$ cat src/rtl/uart_pkg.sv
`default_nettype none
// ============================================================================
// Module   : uart_pkg
// Brief    : Shared encodings and constants for the oversampling UART receiver
// Revision : 1.0
// ============================================================================
package uart_pkg;

    typedef enum logic [1:0] {
        ST_IDLE  = 2'b00,
        ST_START = 2'b01,
        ST_DATA  = 2'b10,
        ST_STOP  = 2'b11
    } rx_state_t;

    localparam int OS_RATE   = 16;
    localparam int DATA_BITS = 8;

    localparam logic [3:0] SAMPLE_EARLY = 4'd7;
    localparam logic [3:0] SAMPLE_MID   = 4'd8;
    localparam logic [3:0] SAMPLE_LATE  = 4'd9;
    localparam logic [3:0] SAMPLE_LAST  = 4'(OS_RATE - 1);

    function automatic logic majority3(input logic a, input logic b, input logic c);
        return (a & b) | (a & c) | (b & c);
    endfunction

endpackage
`default_nettype wire

$ cat src/rtl/uart_os_tick.sv
`default_nettype none
// ============================================================================
// Module   : uart_os_tick
// Brief    : Free-running divider producing one oversample tick per OS_DIV clocks
// Revision : 1.0
// ============================================================================
module uart_os_tick #(
    parameter int OS_DIV = 651
) (
    input  logic clk_main,
    input  logic reset,
    output logic tick
);

    localparam logic [15:0] C_LAST = 16'(OS_DIV - 1);

    logic [15:0] r_cnt;

    always_ff @(posedge clk_main or posedge reset) begin
        if (reset) begin
            r_cnt <= '0;
        end else if (r_cnt == C_LAST) begin
            r_cnt <= '0;
        end else begin
            r_cnt <= r_cnt + 16'd1;
        end
    end

    assign tick = (r_cnt == C_LAST);

endmodule
`default_nettype wire

$ cat src/rtl/uart_rx_oversample.sv
`default_nettype none
// ============================================================================
// Module   : uart_rx_oversample
// Brief    : 8N1 UART receiver, 16x oversampling, 3-sample majority vote
// Revision : 1.0
// ============================================================================
module uart_rx_oversample #(
    parameter int OS_DIV = 651
) (
    input  logic       clk_main,
    input  logic       reset,
    input  logic       rx,
    output logic [7:0] rx_data,
    output logic       rx_valid,
    input  logic       rx_ready,
    output logic       frame_err,
    output logic       overrun,
    output logic       rx_busy,
    output logic [1:0] rxstate
);
    import uart_pkg::*;

    logic       w_tick;
    logic [1:0] r_sync;
    logic       w_rx_s;
    rx_state_t  r_state;
    rx_state_t  w_state_next;
    logic [3:0] r_os_cnt;
    logic [2:0] r_bit_idx;
    logic       r_samp_early;
    logic       r_samp_mid;
    logic       r_stop_bad;
    logic [7:0] r_shift;
    logic [7:0] r_data;
    logic       r_valid;
    logic       r_frame_err;
    logic       r_overrun;
    logic       w_decide;
    logic       w_bit_end;
    logic       w_vote;
    logic       w_load;
    logic       w_ferr;
    logic       w_handshake;

    uart_os_tick #(
        .OS_DIV   (OS_DIV)
    ) u_tick (
        .clk_main (clk_main),
        .reset    (reset),
        .tick     (w_tick)
    );

    always_ff @(posedge clk_main or posedge reset) begin
        if (reset) begin
            r_sync <= 2'b11;
        end else begin
            r_sync <= {r_sync[0], rx};
        end
    end

    assign w_rx_s    = r_sync[1];
    assign w_decide  = w_tick && (r_os_cnt == SAMPLE_LATE);
    assign w_bit_end = w_tick && (r_os_cnt == SAMPLE_LAST);
    // The third vote is taken live at count 9, the first two were latched earlier
    assign w_vote    = majority3(r_samp_early, r_samp_mid, w_rx_s);

    always_ff @(posedge clk_main or posedge reset) begin
        if (reset) begin
            r_state <= ST_IDLE;
        end else begin
            r_state <= w_state_next;
        end
    end

    always_comb begin
        w_state_next = r_state;
        w_load       = 1'b0;
        w_ferr       = 1'b0;
        case (r_state)
            ST_IDLE: begin
                if (w_tick && !w_rx_s) w_state_next = ST_START;
            end
            ST_START: begin
                if (w_decide && w_vote)  w_state_next = ST_IDLE;
                else if (w_bit_end)      w_state_next = ST_DATA;
            end
            ST_DATA: begin
                if (w_bit_end && (r_bit_idx == 3'(DATA_BITS - 1))) w_state_next = ST_STOP;
            end
            ST_STOP: begin
                // After a bad stop bit, wait for the line to return high before rearming
                if (r_stop_bad) begin
                    if (w_tick && w_rx_s) w_state_next = ST_IDLE;
                end else if (w_decide) begin
                    if (w_vote) begin
                        w_load       = 1'b1;
                        w_state_next = ST_IDLE;
                    end else begin
                        w_ferr = 1'b1;
                    end
                end
            end
            default: w_state_next = ST_IDLE;
        endcase
    end

    always_ff @(posedge clk_main or posedge reset) begin
        if (reset) begin
            r_os_cnt     <= '0;
            r_bit_idx    <= '0;
            r_samp_early <= 1'b1;
            r_samp_mid   <= 1'b1;
            r_stop_bad   <= 1'b0;
            r_shift      <= '0;
        end else begin
            if (r_state == ST_IDLE)  r_os_cnt <= '0;
            else if (w_tick)         r_os_cnt <= r_os_cnt + 4'd1;

            if (w_tick && (r_os_cnt == SAMPLE_EARLY)) r_samp_early <= w_rx_s;
            if (w_tick && (r_os_cnt == SAMPLE_MID))   r_samp_mid   <= w_rx_s;

            if (r_state == ST_START)                  r_bit_idx <= '0;
            else if ((r_state == ST_DATA) && w_bit_end) r_bit_idx <= r_bit_idx + 3'd1;

            if ((r_state == ST_DATA) && w_decide) r_shift[r_bit_idx] <= w_vote;

            if (r_state == ST_IDLE) r_stop_bad <= 1'b0;
            else if (w_ferr)        r_stop_bad <= 1'b1;
        end
    end

    assign w_handshake = r_valid && rx_ready;

    always_ff @(posedge clk_main or posedge reset) begin
        if (reset) begin
            r_data      <= '0;
            r_valid     <= 1'b0;
            r_frame_err <= 1'b0;
            r_overrun   <= 1'b0;
        end else begin
            r_frame_err <= w_ferr;
            r_overrun   <= 1'b0;
            // A handshake in the load cycle frees the register for the new byte
            if (w_load) begin
                if (r_valid && !w_handshake) begin
                    r_overrun <= 1'b1;
                end else begin
                    r_data  <= r_shift;
                    r_valid <= 1'b1;
                end
            end else if (w_handshake) begin
                r_valid <= 1'b0;
            end
        end
    end

    assign rx_data   = r_data;
    assign rx_valid  = r_valid;
    assign frame_err = r_frame_err;
    assign overrun   = r_overrun;
    assign rx_busy   = (r_state != ST_IDLE);
    assign rxstate   = r_state;

endmodule
`default_nettype wire

$ cat config.mk
export PLATFORM = sky130hd
export DESIGN_NAME = uart_rx_oversample
export DESIGN_NICKNAME = d
export VERILOG_FILES = /design/src/rtl/uart_pkg.sv /design/src/rtl/uart_os_tick.sv /design/src/rtl/uart_rx_oversample.sv
export SDC_FILE = /design/constraint.sdc
export NUM_CORES = 1
export LEC_CHECK = 0
export ABC_AREA = 1
export CAP_MARGIN = 10
export CORE_ASPECT_RATIO = 0.6
export CORE_MARGIN = 5
export CORE_UTILIZATION = 60
export CTS_CLUSTER_DIAMETER = 100
export DETAILED_ROUTE_END_ITERATION = 12
export PLACE_DENSITY = 0.83
export SLEW_MARGIN = 20
export SYNTH_ARGS = -nofsm -noshare
export SYNTH_HDL_FRONTEND = slang
export SYNTH_HIERARCHICAL = 1
export SYNTH_SLANG_ARGS = --single-unit
$ cat constraint.sdc
create_clock -name clk_main -period 4.7 [get_ports clk_main]
set_input_delay 0.94 -clock clk_main [delete_from_list [all_inputs] [get_ports clk_main]]
set_output_delay 0.94 -clock clk_main [all_outputs]
set_load 0.05 [all_outputs]
After elaboration in Yosys (flattened, before gate mapping)
Index checks and enable logic that the tools add are counted.
{"block": "word_totals", "regBits": 49, "inputBits": 4}
{"block": "classes", "n_addsub": 3, "magnitude_cmp": 2, "n_eq_ne": 16, "muxes": 32, "bitwise": 6, "n_reduce_logical": 24}
{"op": "$add 16x1->16 const B", "n": 1}
{"op": "$eq 16x10->1 const B", "n": 1}
{"op": "$mux 1", "n": 16}
{"op": "$mux 16", "n": 1}
{"op": "$mux 2", "n": 8}
{"op": "$logic_and 1x1->1", "n": 13}
{"op": "$eq 4x4->1 const B", "n": 3}
{"op": "$ne 3x3->1 const B", "n": 4}
{"op": "$reduce_bool 2->1", "n": 5}
{"op": "$bwmux 8", "n": 1}
{"op": "$mux 4", "n": 2}
{"op": "$pmux 2 s4", "n": 1}
{"op": "$mux 3", "n": 2}
{"op": "$ne 2x2->1 const B", "n": 3}
{"op": "$reduce_and 6->1", "n": 1}
{"op": "$add 4x1->4 const B", "n": 1}
{"op": "$eq 2x2->1 const B", "n": 2}
{"op": "$eq 4x3->1 const B", "n": 1}
{"op": "$lt 3x4->1 const B", "n": 1}
{"op": "$reduce_and 2->1", "n": 2}
{"op": "$add 3x1->3 const B", "n": 1}
{"op": "$and 1x1->1", "n": 3}
{"op": "$demux 1 s3", "n": 1}
{"op": "$eq 3x3->1 const B", "n": 1}
{"op": "6 further kinds", "n": 8}

Depth between registers and ports, before layout
{"block": "depth", "word_depth": 9, "ltp_mapped": 15, "mapped_depth_nobuf": 15}

Cells and area by module
Netlist, hierarchy kept.
{"mod": "uart_rx_oversample", "n_inst": 1, "cells_per_inst": 175, "area_each_um2": 1555.2, "seq_area_each_um2": 830.8}
{"mod": "uart_os_tick", "n_inst": 1, "cells_per_inst": 119, "area_each_um2": 917.1, "seq_area_each_um2": 400.4}

Least setup slack after synthesis
Ideal clock, no wire load.
{"block": "synth_path", "path_type": "reg-to-output", "startpoint": "register with a tool-made name", "endpoint": "output rx_busy", "arrival_time_ps": 1217, "path_slack_ps": 2543, "path_stages_with_launch": 3, "n_path_buf": 0, "path_cell_list": "dfrtp_1 -> inv_1 -> nand2_1"}
{"item": "end: declaration", "line": "uart_rx_oversample.sv:18", "text": "output logic rx_busy,"}

Final worst setup path
{"block": "layout_path", "startpoint": "register r_state[0] (netlist: rxstate[0])", "endpoint": "output rx_busy"}
{"block": "layout_between", "elab_chain_cells": 1}
{"item": "start: declaration", "line": "uart_rx_oversample.sv:26", "text": "rx_state_t r_state;"}
{"item": "start signal: assignment", "line": "uart_rx_oversample.sv:71", "text": "r_state <= w_state_next;"}
{"item": "$reduce_bool 2->1", "line": "uart_rx_oversample.sv:161", "text": "assign rx_busy = (r_state != ST_IDLE);"}
No other way between the ends.

==> summary.txt <==
Setup path
  • Req. time, crit path: 3.76 ns
  • Reg-to-reg startpoint: u_tick/r_cnt[0]
  • CP Buf/Inv Count: 2
  • R2R setup slack: 2.56 ns
  • CP Capture Type: primary output
  • Largest stage delay, worst path: 0.83 ns
  • Critical Path Slowest Stage Cell: clkdlybuf4s50_1
  • Arrival @ worst endpoint: 1.87 ns
  • CP Max Fanout: 6
  • Kind of critical path: flop to primary output
  • Worst setup SP type: flop
  • Top delay family on crit path: buffers and inverters
  • FF-to-FF End: rxstate[0]
  • Cell Chain, Critical Path: inv_1 -> nand2_1 -> clkdlybuf4s50_1
  • Reg2Reg Depth: 14

Placed design
  • Post-DP Area: 0.002713 mm2
  • Routability Congestion: 0.8463
  • Dpl ws: 2.226 ns
  • Hpwl dp: 3749 um
  • Placed Cells: 362
  • IO Port Bufs: 17

STA
  • Min Tclk post-route: 2.808 ns
  • Endpoints failing hold: 0
  • Final period util: 59.73%
  • RSZ-0062 raised after global routing: no
  • Endpoints failing setup: 0
  • Clock Skew: 0.01266 ns
  • Setup_tns: 0 ns
  • Slew margin rel.: 57.91%
  • Max Transition Viols Final: 0
  • Post-route setup slack: 1.892 ns
  • F_max: 0.3562 GHz
  • Worst Tran Pin Value: 0.6306 ns
  • Hold slack: 0.3599 ns

Yosys
  • Distinct cells, synth: 28
  • Post-Syn Area: 0.002472 mm2
  • Area contributors post-synth: dfrtp_1, nand2_1, inv_1, nor2_1, dfstp_2
  • Most common flop cell mapped by yosys: dfrtp_1
  • Post-Syn Nets: 305
  • Cell with the most instances after synthesis: nand2_1
  • Yosys top cell area share: 45.55%
  • Post-synth EDFFs: 0
  • Yosys warnings: 6
  • Register area share after synthesis: 49.80%
  • Commonest cells in the netlist: nand2_1, dfrtp_1, inv_1
  • Async SR Flop Fraction: 100.0%
  • Post-Syn Instances: 294
  • Cell taking the most area after synthesis: dfrtp_1
  • Syn Area/Cell: 8.409 um2
  • Synth Register Bits: 49

Routing
  • Vias per cell: 5.308
  • Top layer in use: met4
  • Avg WL per Cell: 13.22 um
  • Met3 wire len: 286 um
  • Total Wirelength: 4892 um
  • 1st-pass router iterations: 4
  • Via Count: 1964
  • Metal2 WL: 1962 um
  • Post-Route M1 WL: 2563 um
  • First DRT Iteration DRCs: 212
  • Drc violations: 0
  • Antenna-violating nets left: 0

Clock tree
  • Post_cts resized: 0
  • Num CTS Buffers: 5
  • H-tree depth: 2
  • Post-CTS Setup Bufs: 0
  • CTS sink count: 49
  • Clk slew on worst S/H paths: 0.08 ns
  • Clock Latency Late Sink: 0.31 ns
  • CTS Hold Bufs: 0
  • Max clock buf depth: 2
  • CTS root buf: clkbuf_8
  • CTS tree: built

Floorplanning
  • Core area: 0.004054 mm2
  • Row count: 18
  • Die X: 92.87 um
  • Initial core utilization: 60.99%
  • Ports: 18
  • Die area: 0.005547 mm2
  • Die H: 59.73 um

GRT
  • Total track usage: 20.01%
  • Vias in the first global route: 1834
  • Initial antenna violation count: 0
  • Largest net degree at the start of global routing: 34
  • Final global-route overflow total: 0
  • First-pass GRT wire length: 8424 um

Finish
  • Layout cells sized above 1: 14.06%
  • Register area: 0.001231 mm2
  • Post-Route Utilization: 69.17%
  • Layout area overhead: 13.41%
  • Design area: 0.002804 mm2
  • ANT cells: 0
  • Final net count: 330
  • Fill cell count: 340
  • Final Non-Filler Cells: 370
  • Multi-input gate area: 0.001084 mm2

Outcome
  • Outcome: finished, final reports clean

Power
  • Maximum vdd drop: 0.0002054 V
  • Static leakage: 1.355 nW
  • PwrDens: 244.1 mW/mm2
  • Pwr Total: 684.5 uW

Worst hold path
  • Worst hold endpoint: r_sync[1]
  • Hold depth: 0
  • Class of the worst hold path: flop to flop
  • Min-delay src: r_sync[0]

Run
  • Maxcap violations: 0
## flip-flops by register name, indices dropped and copies added (netlist names), 2 cells and up, named ones only
name and flops:
rx_data 8, r_shift 8, r_os_cnt 4, r_bit_idx 3, r_sync 2, u_tick/r_cnt 16
## power breakdown
| part | total (mW) | internal (mW) | switching [mW] |
|---|---|---|---|
| clock | 0.249 | 0.106 | 0.143 |
| combinational | 0.0119 | 0.00301 | 0.00885 |
| sequential | 0.424 | 0.423 | 0.000842 |
| total | 0.684 | 0.532 | 0.153 |
## kinds of logic after synthesis
logic type	Yosys count	synth area share, %
buffers and inverters	42	6.376
XOR/XNOR	6	2.125
AND/OR/NAND/NOR	160	31.12
adder cells (fa/ha/maj)	7	3.542
flip-flops	49	49.80
AO/OA/AOI/OAI	30	7.035
## worst register-to-register path: stages (launching register included)
cell	delay, ns
dfrtp_1	0.44
inv_1	0.10
ha_1	0.15
nand3_1	0.08
nor2_1	0.12
nand2_2	0.09
inv_2	0.18
nand2_2	0.14
nor2_4	0.19
nand2_2	0.07
nand2_1	0.06
nand2_1	0.06
nor2_2	0.10
nand3_1	0.09
and2_1	0.16
## area by class of cell
class	instances	share of cell area, %
Sequential cell	49	43.91
Timing Repair Buffer	18	6.336
Tap cell	50	2.231
Clock inverter	3	0.8032
Clock buffer	5	2.454
Multi-Input combinational cell	203	38.64
Inverter	42	5.622
## cells in the final DEF (no fill, tap or decap), drive strengths merged
cell type	Yosys	routed
dfstp	4	4
xor2	5	5
nor3	4	4
a211oi	1	1
and2	1	1
clkdlybuf4s50	0	17
o21ai	10	10
a31oi	5	5
ha	7	7
xnor2	1	1
a21oi	12	12
clkinv	0	3
nand2	78	78
o22ai	1	1
o21bai	1	1
nor2	50	50
inv	42	42
clkbuf	0	5
nand4	5	5
buf	0	1
nand3	21	21
dfrtp	45	45
nand3b	1	1
## how the worst max path moves through the flow
stage | start | end | slack [ns] | cells past startpoint
2_1_floorplan | flop | rx_busy | 2.54 | 2
3_5_place_dp | rxstate[0] | rx_busy | 2.23 | 3
5_1_grt | rxstate[0] | rx_busy | 1.79 | 3
4_1_cts | rxstate[0] | rx_busy | 1.87 | 3
3_3_place_gp | rxstate[0] | rx_busy | 2.33 | 3
6_report | rxstate[0] | rx_busy | 1.89 | 3
## per-layer routing
layer	track usage, %	vias up
met5	0	-
met4	7.098	0
met3	4.403	10
li1	-	982
met2	28.86	67
met1	29.90	905
Power figures use the tool's default switching activity.
==> variant 1 (config.mk and constraints unchanged) <==
Remove the register `r_frame_err`: a continuous assignment takes its place, so the output `frame_err` follows one clock earlier.
--- a/src/rtl/uart_rx_oversample.sv
+++ b/src/rtl/uart_rx_oversample.sv
@@ -135,10 +135,8 @@
         if (reset) begin
             r_data      <= '0;
             r_valid     <= 1'b0;
-            r_frame_err <= 1'b0;
             r_overrun   <= 1'b0;
         end else begin
-            r_frame_err <= w_ferr;
             r_overrun   <= 1'b0;
             // A handshake in the load cycle frees the register for the new byte
             if (w_load) begin
@@ -154,6 +152,8 @@
         end
     end
 
+    assign r_frame_err = w_ferr;
+
     assign rx_data   = r_data;
     assign rx_valid  = r_valid;
     assign frame_err = r_frame_err;
Function: same outputs for any inputs over 10 cycles, from zero or initial values and one cycle with reset high; that may be too few to reach the edited logic, so the function may still have changed.
==> variant 1 against the original RTL <==
  * Maximum frequency shrank 24%
  * Total power shrank 3.2%
  * Final area shrank 1.2%
  * Sequential share of layout area decreased by 0.35 points
  * Routed wire length decreased by 1.2%
  * Die area shrank 0.88%
  * Area after synthesis is 1.0% lower
  * Setup slack got worse by 890 ps
  * Register-to-register slack improved by 40 ps
  * Clock skew fell by 5.8 ps
  * Sequential cell count shrank 1
  * Critical path depth is 8 higher
  * Critical endpoint is now frame_err
  * Largest cell class unchanged
==> variant 1: results (changes against the original RTL) <==
- The setup slack of the worst register-to-register path was 2600 ps (+40 ps).
- Number of buffers inserted during clock tree synthesis: 5 (unchanged)
- By area the synthesized netlist is led by sky130_fd_sc_hd__dfrtp_1, sky130_fd_sc_hd__nand2_1, sky130_fd_sc_hd__inv_1.
- The largest fanout on the critical path came to 11 (+5).
- The count of buffers inserted at the top-level ports is 17 (unchanged).
- The net count after synthesis came to 304 (-0.33%).
- Transition at the pin with the smallest max-transition slack: 928.1 ps (+297.5 ps)
- Final Skew: 6.877 ps (-5.787 ps)
- In the synthesized netlist, the cells that appear most often are sky130_fd_sc_hd__nand2_1, sky130_fd_sc_hd__dfrtp_1, sky130_fd_sc_hd__inv_1, sky130_fd_sc_hd__nor2_1, sky130_fd_sc_hd__nand3_1.
* Clk Tree Root Cell: sky130_fd_sc_hd__clkbuf_8
- Among all flip-flop cells after synthesis, the most frequent one is sky130_fd_sc_hd__dfrtp_1.
- Wire length of the first global-routing pass: 8.404 mm (-0.24%)
- Async SR Flop Fraction: 100.0% (unchanged)
- # nets final: 329 (-0.30%)
- Run status: complete, no violations
- CP top delay family: buffers and inverters
- The leakage component of the power was 1.333 nW (-1.6%).
* Maximum clock path buffer count: 2 (unchanged)
- Largest net degree at the start of global routing: 26 (-24%)
- Post_cts resized: 0 (unchanged)
- The setup violation total in the final timing report is 0 (unchanged).
- The DRC violation total after the first TritonRoute iteration is 181 (-15%).
* Sequential fraction of the synthesis area: 49.28% (-0.51 points)
* H-Tree Level Count: 2 (unchanged)
- The number of cells after detailed placement was 361 (-0.28%).
- Worst min-delay path class: reg -> reg
- Counting flops per register, the top entry is u_tick/r_cnt.
* Arr. time, crit path: 2760 ps (+890 ps)
- Count of vias placed by the detailed router: 1,918 (-2.3%)
- The number of cells produced by synthesis came to 293 (-0.34%).
* Global-route usage over all layers: 19.77% (-0.24 points)
- The worst voltage drop across the vdd grid is 0.1992 mV (-3.0%).
- Number of post-CTS setup repair buffers: 0 (unchanged)
- The initial antenna violation count is 0 (unchanged).
* Routability congestion estimate from global placement: 0.9012 (+6.5%)
- The via count normalized by instance count is 5.212 (-1.8%).
* Worst skew pair latency: 300 ps
- Mean routed wirelength per cell: 13.13 µm (-0.69%)
- The fraction of layout instances using a drive strength above 1 was 13.84% (-0.23 points).
- Vias in the first global route: 1,759 (-4.1%)
- The HPWL after detailed placement came to 3.601 mm (-3.9%).
- The slowest stage of the critical path is the sky130_fd_sc_hd__clkdlybuf4s50_1 cell.
- Number of distinct library cells after synthesis: 28 (unchanged)
* Clock-pin slew on the worst setup and hold paths: 80 ps (about the same)
- Pre-Repair DR Iteration Count: 4 (unchanged)
- The count of antenna diodes in the layout is 0 (unchanged).
- Largest incremental delay on the critical path: 820 ps
- Flip-flop count of the largest register after layout: 16 (unchanged)
- The number of warnings printed during yosys synthesis came to 6 (unchanged).
-- variant 1: cell type report --
type | count | area [µm²]
tap | 50 | 62.56
timing repair buffer | 18 | 177.7
clock inverter | 2 | 12.51
inverter | 42 | 157.7
fill | 321 | 1262
sequential | 48 | 1206
clock buffer | 5 | 68.82
multi-input combinational | 203 | 1084
-- variant 1: path summary, 6_finish.rpt --
path	from	end	cells past startpoint
setup / recovery	u_tick/r_cnt[0]$_DFF_PP0_	frame_err	11
hold / removal	r_sync[0]$_DFF_PP1_	r_sync[1]$_DFF_PP1_	0
setup reg to reg	u_tick/r_cnt[0]$_DFF_PP0_	rx_data[5]$_DFFE_PP0P_	13
hold reg to reg	r_sync[0]$_DFF_PP1_	r_sync[1]$_DFF_PP1_	0
max in group asynchronous	reset	r_sync[0]$_DFF_PP1_	3
min in group asynchronous	reset	u_tick/r_cnt[11]$_DFF_PP0_	2
-- variant 1: where the power goes --
part	leakage, nW	switching [mW]	total (mW)	internal, mW
Combinational	0.651	0.00891	0.0119	0.00300
Sequential	0.642	0.000863	0.415	0.414
Clock	0.0400	0.135	0.236	0.101
Total	1.33	0.145	0.663	0.518
-- variant 1: cells by family (layout without fill, tap and decap cells) --
logic type      Yosys count  after routing  synth area share [%]
buf+inv                  42             67                 6.442
flops                    48             48                 49.28
xor+xnor                  6              6                 2.147
compound gates           30             30                 7.106
fa+ha+maj                 7              7                 3.579
simple gates            160            160                 31.44
-- variant 1: per-stage QoR --
step	setup WS (ps)	utilization [%]	hold WS [ps]	instance area (µm²)	power, mW
6_report	1000	68.68	372.1	2769	0.6627
5_1_grt	882.5	68.68	369.2	2769	0.6882
4_1_cts	1013	68.68	367.6	2769	0.6716
3_5_place_dp	1372	66.67	355.3	2688	0.4357
3_3_place_gp	1419	66.67	354.2	2688	0.4350
2_1_floorplan	1768	-	345.2	2447	0.4295
-- variant 1: routing by layer --
layer	part of all wire, %	global-route usage [%]
met5	0	0
met4	1.5	7.611
met3	6.5	4.061
met2	39	27.32
met1	53	30.40
==> variant 2 (same settings) <==
Without the edit above. `OS_DIV` is set to 651 in 2 places; all go to 325.
--- a/src/rtl/uart_os_tick.sv
+++ b/src/rtl/uart_os_tick.sv
@@ -5,7 +5,7 @@
 // Revision : 1.0
 // ============================================================================
 module uart_os_tick #(
-    parameter int OS_DIV = 651
+    parameter int OS_DIV = 325
 ) (
     input  logic clk_main,
     input  logic reset,
--- a/src/rtl/uart_rx_oversample.sv
+++ b/src/rtl/uart_rx_oversample.sv
@@ -5,7 +5,7 @@
 // Revision : 1.0
 // ============================================================================
 module uart_rx_oversample #(
-    parameter int OS_DIV = 651
+    parameter int OS_DIV = 325
 ) (
     input  logic       clk_main,
     input  logic       reset,
Behaviour: no difference found for any inputs over 10 cycles, from zero or initial values and one cycle with reset high; that may be too few to reach the edited logic, so the function may still have changed.
==> variant 2 against the original RTL <==
  * Worst hold slack better by 5.3 ps
  * Synthesized cell count is 3.4% higher
  * Area after synthesis is 0.66% higher
  * Clock power is 4% higher
  * Combinational power hardly changed
  * Sequential power hardly changed
  * Final area is 0.76% higher
  * Setup slack better by 62 ps
  * Utilization is 0.52 points higher
  * Routed wire length is 1.7% higher
  * Total power is 1.4% higher
  * Sequential cell count stayed put
  * Largest cell class unchanged
  * Largest power group unchanged
==> variant 2: results (changes against the original RTL) <==
- Mean routed wirelength per cell: 13.10 µm (-0.94%)
- The run finished with clean final reports.
- Routability congestion estimate from global placement: 0.8788 (+3.8%)
- Layout cells sized above 1: 10.00% (-4.1 points)
* Worst Slack Setup Final: 1954 ps (+61.68 ps)
- The reported net switching power came to 0.1486 mW (-2.8%).
- Synth area leaders: sky130_fd_sc_hd__dfrtp_1, sky130_fd_sc_hd__nand2_1, sky130_fd_sc_hd__inv_1
* Largest net degree at the start of global routing: 23 (-32%)
- The number of different library cells in the post-synthesis netlist is 27 (-3.6%).
- Clock latency on the worst-skew pair, taken at its later pin, is 300 ps.
- The average instance area after synthesis is 8.186 µm² (-2.7%).
* Ranking of synthesized cells by instance count: sky130_fd_sc_hd__nand2_1, sky130_fd_sc_hd__inv_1, sky130_fd_sc_hd__dfrtp_1, sky130_fd_sc_hd__nor2_1, sky130_fd_sc_hd__nand3_1
- Placed cell count: 372 (+2.8%)
* Area of placed instances: 0.002729 mm² (+0.60%)
* Count of vias placed by the detailed router: 1,967 (+0.15%)
* Placed wire-length estimate: 3.782 mm (+0.89%)
* Reg2Reg Depth: 12 (-2)
- Vias in the first global route: 1,743 (-5.0%)
- The power per standard cell area came to 245.6 mW/mm² (+0.61%).
- Net count after synthesis: 315 (+3.3%)
- The clock group share of total power came to 37.2% (+0.8 points).
* Static leakage: 1.359 nW (+0.27%)
- The number of nets with antenna violations after detailed routing is 0 (unchanged).
- Worst hold margin: 365.2 ps (+5.307 ps)
- The worst voltage drop across the vdd grid was 0.1779 mV (-13%).
- The first-pass GRT wire length came to 8.190 mm (-2.8%).
* Final Skew: 7.601 ps (-5.062 ps)
* Clock-pin slew on the worst setup and hold paths: 90 ps
- The setup slack of the worst register-to-register path came to 2230 ps (-330 ps).
* Maximum clock path buffer count: 2 (unchanged)
- # nets final: 340 (+3.0%)
- Initial DRC Count: 184 (-13%)
-- variant 2: cell count changes in the layout (fill, tap and decap cells not counted), sizes merged --
cell    delta
nand3b     +1
clkbuf     +1
o21bai     +2
nand3      +2
nand2      -1
nor2       +1
xor2       -1
inv        +4
xnor2      +1
o21ai      -1
nor3       +1
nand4      +1
clkinv     -1
-- variant 2: logic make-up after synthesis --
group           count (synthesis)  synth area share (%)
compound gates                 31                 7.089
xor+xnor                        6                 2.112
fa+ha+maj                       7                 3.519
buf+inv                        46                 6.938
flops                          49                 49.47
simple gates                  165                 30.87
-- variant 2: layout make-up --
type                       instances  share of cell area, %
clock inverter                     2                 0.4872
tap                               50                  2.214
sequential                        49                  43.58
clock buffer                       6                  2.923
inverter                          46                  6.112
timing repair buffer              18                  6.289
multi-input combinational        209                  38.40
-- variant 2: metal layers --
layer	track usage (%)	share of wire, %	vias to the layer above
met5	0	0	-
met4	6.889	1.2	0
met3	5.535	7.0	6
met2	27.43	41	61
met1	28.81	51	887
li1	-	-	1013
